## config.mk

```make
export PLATFORM = sky130hd
export DESIGN_NAME = bit_plane_feeder
export DESIGN_NICKNAME = d
export VERILOG_FILES = /design/src/rtl/bit_plane_feeder.sv
export SDC_FILE = /design/constraint.sdc
export NUM_CORES = 1
export LEC_CHECK = 0
export BUFFER_PORTS_ARGS = -buffer_cell sky130_fd_sc_hd__buf_2
export CORE_ASPECT_RATIO = 0.9
export CORE_MARGIN = 1
export CORE_UTILIZATION = 35
export CTS_BUF_LIST = sky130_fd_sc_hd__clkbuf_2
export DETAILED_ROUTE_END_ITERATION = 6
export GPL_TIMING_DRIVEN = 0
export SYNTH_ARGS = -nofsm -noshare
export SYNTH_HDL_FRONTEND = slang
export SYNTH_SLANG_ARGS = --single-unit
```

## constraint.sdc

```tcl
create_clock -name clk -period 8.2 [get_ports clk]
set_clock_uncertainty 0.2 [all_clocks]
set_input_delay 0.82 -clock clk [delete_from_list [all_inputs] [get_ports clk]]
set_output_delay 0.82 -clock clk [all_outputs]
set_load 0.05 [all_outputs]
```

## src/rtl/bit_plane_feeder.sv

```systemverilog
// Bit-serial feeder: latches one word per row and streams it MSB-first, one bit-plane
// per cycle, framing the downstream shift-accumulator with start_acc and result_valid.
module bit_plane_feeder #(
   parameter int ROWS    = 64,
   parameter int IN_BITS = 8,
   parameter int SIGNED  = 1
) (
   input  logic                                             clk,
   input  logic                                             rst_n,
   input  logic                                             in_valid,
   output logic                                             in_ready,
   input  logic [ROWS*IN_BITS-1:0]                          in_data,
   output logic                                             start_acc,
   output logic [ROWS-1:0]                                  bit_vec,
   output logic                                             bit_valid,
   output logic [((IN_BITS > 1) ? $clog2(IN_BITS) : 1)-1:0] bit_idx,
   output logic                                             msb_neg,
   output logic                                             busy,
   output logic                                             result_valid
);

   localparam int IDXW = (IN_BITS > 1) ? $clog2(IN_BITS) : 1;

   typedef enum logic [1:0] {IDLE, START, SHIFT} state_e;

   state_e              state_q;
   logic                in_ready_q;
   logic                start_acc_q;
   logic [ROWS-1:0]     bit_vec_q;
   logic                bit_valid_q;
   logic [IDXW-1:0]     bit_idx_q;
   logic                msb_neg_q;
   logic                busy_q;
   logic                last_q;
   logic                result_valid_q;
   logic [IN_BITS-1:0]  sreg_q [ROWS];

   logic                xfer_d;
   logic                last_plane_d;
   logic [ROWS-1:0]     plane_d;
   logic [IN_BITS-1:0]  sreg_shift_d [ROWS];
   logic [IN_BITS-1:0]  word_d [ROWS];

   always_comb begin
      xfer_d       = in_valid && in_ready_q;
      last_plane_d = bit_valid_q && (bit_idx_q == '0);
      plane_d      = '0;
      for (int unsigned r = 0; r < ROWS; r++) begin
         plane_d[r]      = sreg_q[r][IN_BITS-1];
         sreg_shift_d[r] = sreg_q[r] << 1;
         word_d[r]       = in_data[r*IN_BITS +: IN_BITS];
      end
   end

   always_ff @(posedge clk) begin
      if (!rst_n) begin
         state_q        <= IDLE;
         in_ready_q     <= 1'b1;
         start_acc_q    <= 1'b0;
         bit_vec_q      <= '0;
         bit_valid_q    <= 1'b0;
         bit_idx_q      <= '0;
         msb_neg_q      <= 1'b0;
         busy_q         <= 1'b0;
         last_q         <= 1'b0;
         result_valid_q <= 1'b0;
         for (int unsigned r = 0; r < ROWS; r++) sreg_q[r] <= '0;
      end else begin
         // Result flag trails the last plane by two edges regardless of FSM state
         last_q         <= last_plane_d;
         result_valid_q <= last_q;
         start_acc_q    <= 1'b0;
         unique case (state_q)
            IDLE: begin
               if (xfer_d) begin
                  for (int unsigned r = 0; r < ROWS; r++) sreg_q[r] <= word_d[r];
                  state_q     <= START;
                  start_acc_q <= 1'b1;
                  in_ready_q  <= 1'b0;
                  busy_q      <= 1'b1;
               end
            end
            START: begin
               state_q     <= SHIFT;
               bit_valid_q <= 1'b1;
               bit_idx_q   <= IDXW'(IN_BITS - 1);
               bit_vec_q   <= plane_d;
               msb_neg_q   <= (SIGNED != 0);
               in_ready_q  <= (IN_BITS == 1);
               for (int unsigned r = 0; r < ROWS; r++) sreg_q[r] <= sreg_shift_d[r];
            end
            SHIFT: begin
               if (bit_idx_q == '0) begin
                  bit_valid_q <= 1'b0;
                  bit_vec_q   <= '0;
                  msb_neg_q   <= 1'b0;
                  if (xfer_d) begin
                     for (int unsigned r = 0; r < ROWS; r++) sreg_q[r] <= word_d[r];
                     state_q     <= START;
                     start_acc_q <= 1'b1;
                     in_ready_q  <= 1'b0;
                  end else begin
                     state_q <= IDLE;
                     busy_q  <= 1'b0;
                  end
               end else begin
                  bit_idx_q  <= bit_idx_q - IDXW'(1);
                  bit_vec_q  <= plane_d;
                  msb_neg_q  <= 1'b0;
                  in_ready_q <= (bit_idx_q == IDXW'(1));
                  for (int unsigned r = 0; r < ROWS; r++) sreg_q[r] <= sreg_shift_d[r];
               end
            end
            default: state_q <= IDLE;
         endcase
      end
   end

   assign in_ready     = in_ready_q;
   assign start_acc    = start_acc_q;
   assign bit_vec      = bit_vec_q;
   assign bit_valid    = bit_valid_q;
   assign bit_idx      = bit_idx_q;
   assign msb_neg      = msb_neg_q;
   assign busy         = busy_q;
   assign result_valid = result_valid_q;

endmodule
```

==> impl_table.tex <==
\begin{tabular}{lr}
\hline
Metric & Value \\
\hline
\multicolumn{2}{l}{\textbf{Run status}} \\
\quad Status & finished clean \\
\multicolumn{2}{l}{\textbf{Worst setup path}} \\
\quad Worst Reg2Reg Path Length in Cells & 9 \\
\quad Kind of end point of the critical path & flop \\
\quad CP required & 8860 ps \\
\quad Type of origin of the critical path & flop \\
\quad Reg2Reg Setup Slack & 3950 ps \\
\quad Data arrival time of the critical path & between 4000 and 5000 ps \\
\quad Reg2reg end & sreg\_q[0][29] \\
\quad Critical register-to-register path startpoint & bit\_idx[0] \\
\quad Path type of the worst setup path & reg -> reg \\
\quad Worst Path Max Fanout & around 130 \\
\multicolumn{2}{l}{\textbf{Clock tree}} \\
\quad Number of post-CTS setup repair buffers & 0 \\
\quad Clk Tree Root Cell & clkbuf\_2 \\
\quad Clock tree from TritonCTS & done \\
\quad CTS Buffer Depth & 3 \\
\quad Post\_cts resized & 0 \\
\quad Skew-Pair Late Insertion Delay & 1270 ps \\
\quad CTS clk-pin slew, worst paths & 100 ps \\
\quad Total clock sinks & 588 \\
\quad Post-CTS Hold Fix Bufs & approximately 570 \\
\quad Number of buffers created by CTS & 156 \\
\quad H-Tree Depth & 4 \\
\multicolumn{2}{l}{\textbf{Pwr}} \\
\quad Final total power & 7.712 mW \\
\quad Peak ir drop on the vdd network & approximately 140 uV \\
\quad Power per standard cell area & between 200 and 250 nW/um\^{}2 \\
\quad Pleak & 15.53 nW \\
\multicolumn{2}{l}{\textbf{Global route}} \\
\quad Via count of the first global-routing pass & 23840 \\
\quad First-pass GRT wire length & 130500 um \\
\quad Overall routing resource usage & between 20\% and 30\% \\
\quad Maximum number of pins on one net before global-route repair & 128 \\
\quad Number of antenna violations at the first check in global routing & 23 \\
\quad Aggregate global routing overflow & 0 \\
\multicolumn{2}{l}{\textbf{Detailed routing}} \\
\quad Antenna Nets Post-Route & 0 \\
\quad 1st-iter DRT viols & 1479 \\
\quad Vias per inst & a little under 5 \\
\quad Final wirelength & 86920 um \\
\quad Length of the first detailed-routing pass in iterations & 5 \\
\quad Via total after detailed routing & 23250 \\
\quad Number of remaining DRC errors & 0 \\
\quad Final routed wire length divided by cell count & 18.08 um \\
\multicolumn{2}{l}{\textbf{Synth}} \\
\quad Main flop type after synthesis & edfxtp\_1 \\
\quad Synth cell types & 35 \\
\quad Synthesis warning total & 0 \\
\quad Share of the synthesized area in the top cell type & a little under three fifths \\
\quad Gate count after technology mapping & 2407 \\
\quad Leading cell types by total area after synthesis & edfxtp\_1 (58\%), nand2\_1 (13\%), a21oi\_1 (9.6\%) \\
\quad Part of the Yosys area used for sequential elements & 66.18\% \\
\quad Most frequently used cell type in the post-synthesis netlist & nand2\_1 \\
\quad Nets in the synthesized netlist & a little under 3000 \\
\quad Top post-synthesis cells by count & nand2\_1 (860), a21oi\_1 (480), edfxtp\_1 (480) \\
\quad Cell taking the most area after synthesis & edfxtp\_1 \\
\quad Netlist Area Pre-Place & 25050 sq um \\
\quad Ys async rst share & 0\% \\
\quad Number of enable-type register cells in the synthesized netlist & 480 \\
\quad Average footprint of a synthesized cell & 10.41 sq um \\
\quad Flop and latch count out of synthesis & 588 \\
\multicolumn{2}{l}{\textbf{Layout}} \\
\quad Register area & about 17000 sq um \\
\quad Fraction of final layout cells with drive strength greater than 1 & between 20\% and 30\% \\
\quad Filler cell count in the final layout & about 6300 \\
\quad Multi-input gate area & between 7000 and 8000 sq um \\
\quad Final net count & 4241 \\
\quad Signed area change from the synthesized netlist to the final layout & 45.61\% \\
\quad Post-layout util & 51.77\% \\
\multicolumn{2}{l}{\textbf{STA}} \\
\quad Least setup slack across all paths after layout & 3950 ps \\
\quad Tightest Pin Transition & 1184 ps \\
\quad Period utilisation layout & between 50\% and 60\% \\
\quad Time the worst path needs with I/O delays and setup & about 4200 ps \\
\quad Fin. max-slew vios & 0 \\
\quad Unrepaired setup endpoints after global routing & no \\
\quad Final setup fails & 0 \\
\quad Top achievable clock speed & roughly 0.24 GHz \\
\quad Worst slew margin & 21.04\% \\
\quad Final hold vios & 0 \\
\multicolumn{2}{l}{\textbf{Floorplanning}} \\
\quad I/O pin cnt & 588 \\
\quad Y dimension of the die & approximately 260 um \\
\quad Initial core utilization & 35.55\% \\
\quad DIE AREA & approximately 73000 sq um \\
\quad Die Wd & 284.0 um \\
\quad Placeable core area & a little over 70000 sq um \\
\quad FP Rows & 92 \\
\multicolumn{2}{l}{\textbf{Min path}} \\
\quad WHS Path Cells & 3 \\
\quad Endpoint with the worst hold slack & sreg\_q[0][152] \\
\quad Path class of the lowest-slack min-delay path & in -> reg \\
\quad Hold Startpoint & in\_data[152] \\
\multicolumn{2}{l}{\textbf{Placement}} \\
\quad Detailed-placement wirelength estimate & 54800 um \\
\quad Final RePlAce weighted congestion & 0.8658 \\
\quad Number of I/O port buffers & 587 \\
\quad Placement-stage worst setup slack & 3941 ps \\
\multicolumn{2}{l}{\textbf{Job}} \\
\quad Max-capacitance violation count & 0 \\
\hline
\end{tabular}
-- power breakdown --
part | total (mW) | internal (mW) | switching, mW | leakage [nW]
Sequential | 3.94 | 3.80 | 0.141 | 6.01
Clock | 2.23 | 0.946 | 1.28 | 1.18
Combinational | 1.54 | 0.569 | 0.975 | 8.34
Total | 7.71 | 5.31 | 2.40 | 15.5
-- sequential cells by signal (all words and copies together) (netlist names) --
name and flops:
bit_valid 1, bit_vec 64, start_acc 1, bit_idx 3, busy 1, sreg_q 512, result_valid 1, in_ready 1
state_q 2, msb_neg 1, last_q 1
-- final cells by class --
type                            instances  area share (%)
Inverter                               12          0.1647
Sequential cell                       588           45.45
Buffer                                188           2.487
Multi-Input combinational cell       1619           20.61
Clock inverter                         31          0.7034
Tap cell                              940           3.225
Clock buffer                          255           3.500
Timing Repair Buffer                 1154           23.72
Antenna cell                           20          0.1372
-- per-stage QoR --
stage / setup TNS, ps / instance area, sq um / cells / hold WS (ps)
2_1_floorplan: 0 / 25050 / 2407 / 211.9
3_3_place_gp: -498650 / 29160 / 3934 / 217.9
3_5_place_dp: 0 / 29230 / 3936 / 220.0
4_1_cts: 0 / 36420 / 4787 / 0.5980
5_1_grt: 0 / 36470 / 4807 / 13.10
6_report: 0 / 36470 / 4807 / 183.5
-- placed cells by master, fill, tap and decap left out, types with 35 or more instances in the layout --
master | netlist | layout
edfxtp_1 | 480 | 480
buf_2 | 72 | 659
nand3_1 | 66 | 66
dfxtp_1 | 108 | 108
clkbuf_1 | 84 | 84
a22o_1 | 54 | 54
clkbuf_2 | 2 | 257
and2_1 | 35 | 35
dlygate4sd3_1 | 0 | 565
a21oi_1 | 480 | 480
nand2b_1 | 65 | 65
nand2_1 | 860 | 860
-- critical path, stage by stage (launching register included) --
cell      delay (ps)
dfxtp_1          400
inv_1             80
ha_1             270
nand3b_1         370
a22oi_1          160
nor3_1           440
buf_2            470
buf_2            430
inv_8            310
buf_16           410
-- worst max-delay path by stage --
stage / startpoint / end / slack (ps) / cells after the start
6_report: bit_idx[0] / sreg_q[0][29] / 3950 / 9
3_5_place_dp: rst_n / sreg_q[0][35] / 3940 / 9
2_1_floorplan: bit_idx[0] / sreg_q[0][100] / 770 / 9
5_1_grt: bit_idx[0] / sreg_q[0][28] / 3840 / 9
3_3_place_gp: rst_n / sreg_q[0][34] / -2060 / 8
4_1_cts: bit_idx[0] / sreg_q[0][33] / 3970 / 9
-- cells by family after synthesis --
kind of cell | after synthesis | share of synthesized area [%]
AND/OR/NAND/NOR | 1047 | 17.22
flip-flops | 588 | 66.18
AO/OA/AOI/OAI | 564 | 12.40
buffers and inverters | 200 | 3.802
adder cells (fa/ha/maj) | 7 | 0.3497
multiplexers | 1 | 0.03997
-- metal layers --
| layer | part of all wire, % | up-vias | wire length, um | track usage, % |
|---|---|---|---|---|
| met5 | 0.015 | - | 13 | 0 |
| li1 | - | 11070 | - | - |
| met1 | 41 | 10950 | 36040 | 28.46 |
| met2 | 47 | 919 | 41080 | 37.53 |
| met3 | 5.9 | 310 | 5090 | 5.321 |
| met4 | 5.4 | 2 | 4696 | 13.89 |
Power figures use the tool's default switching activity.
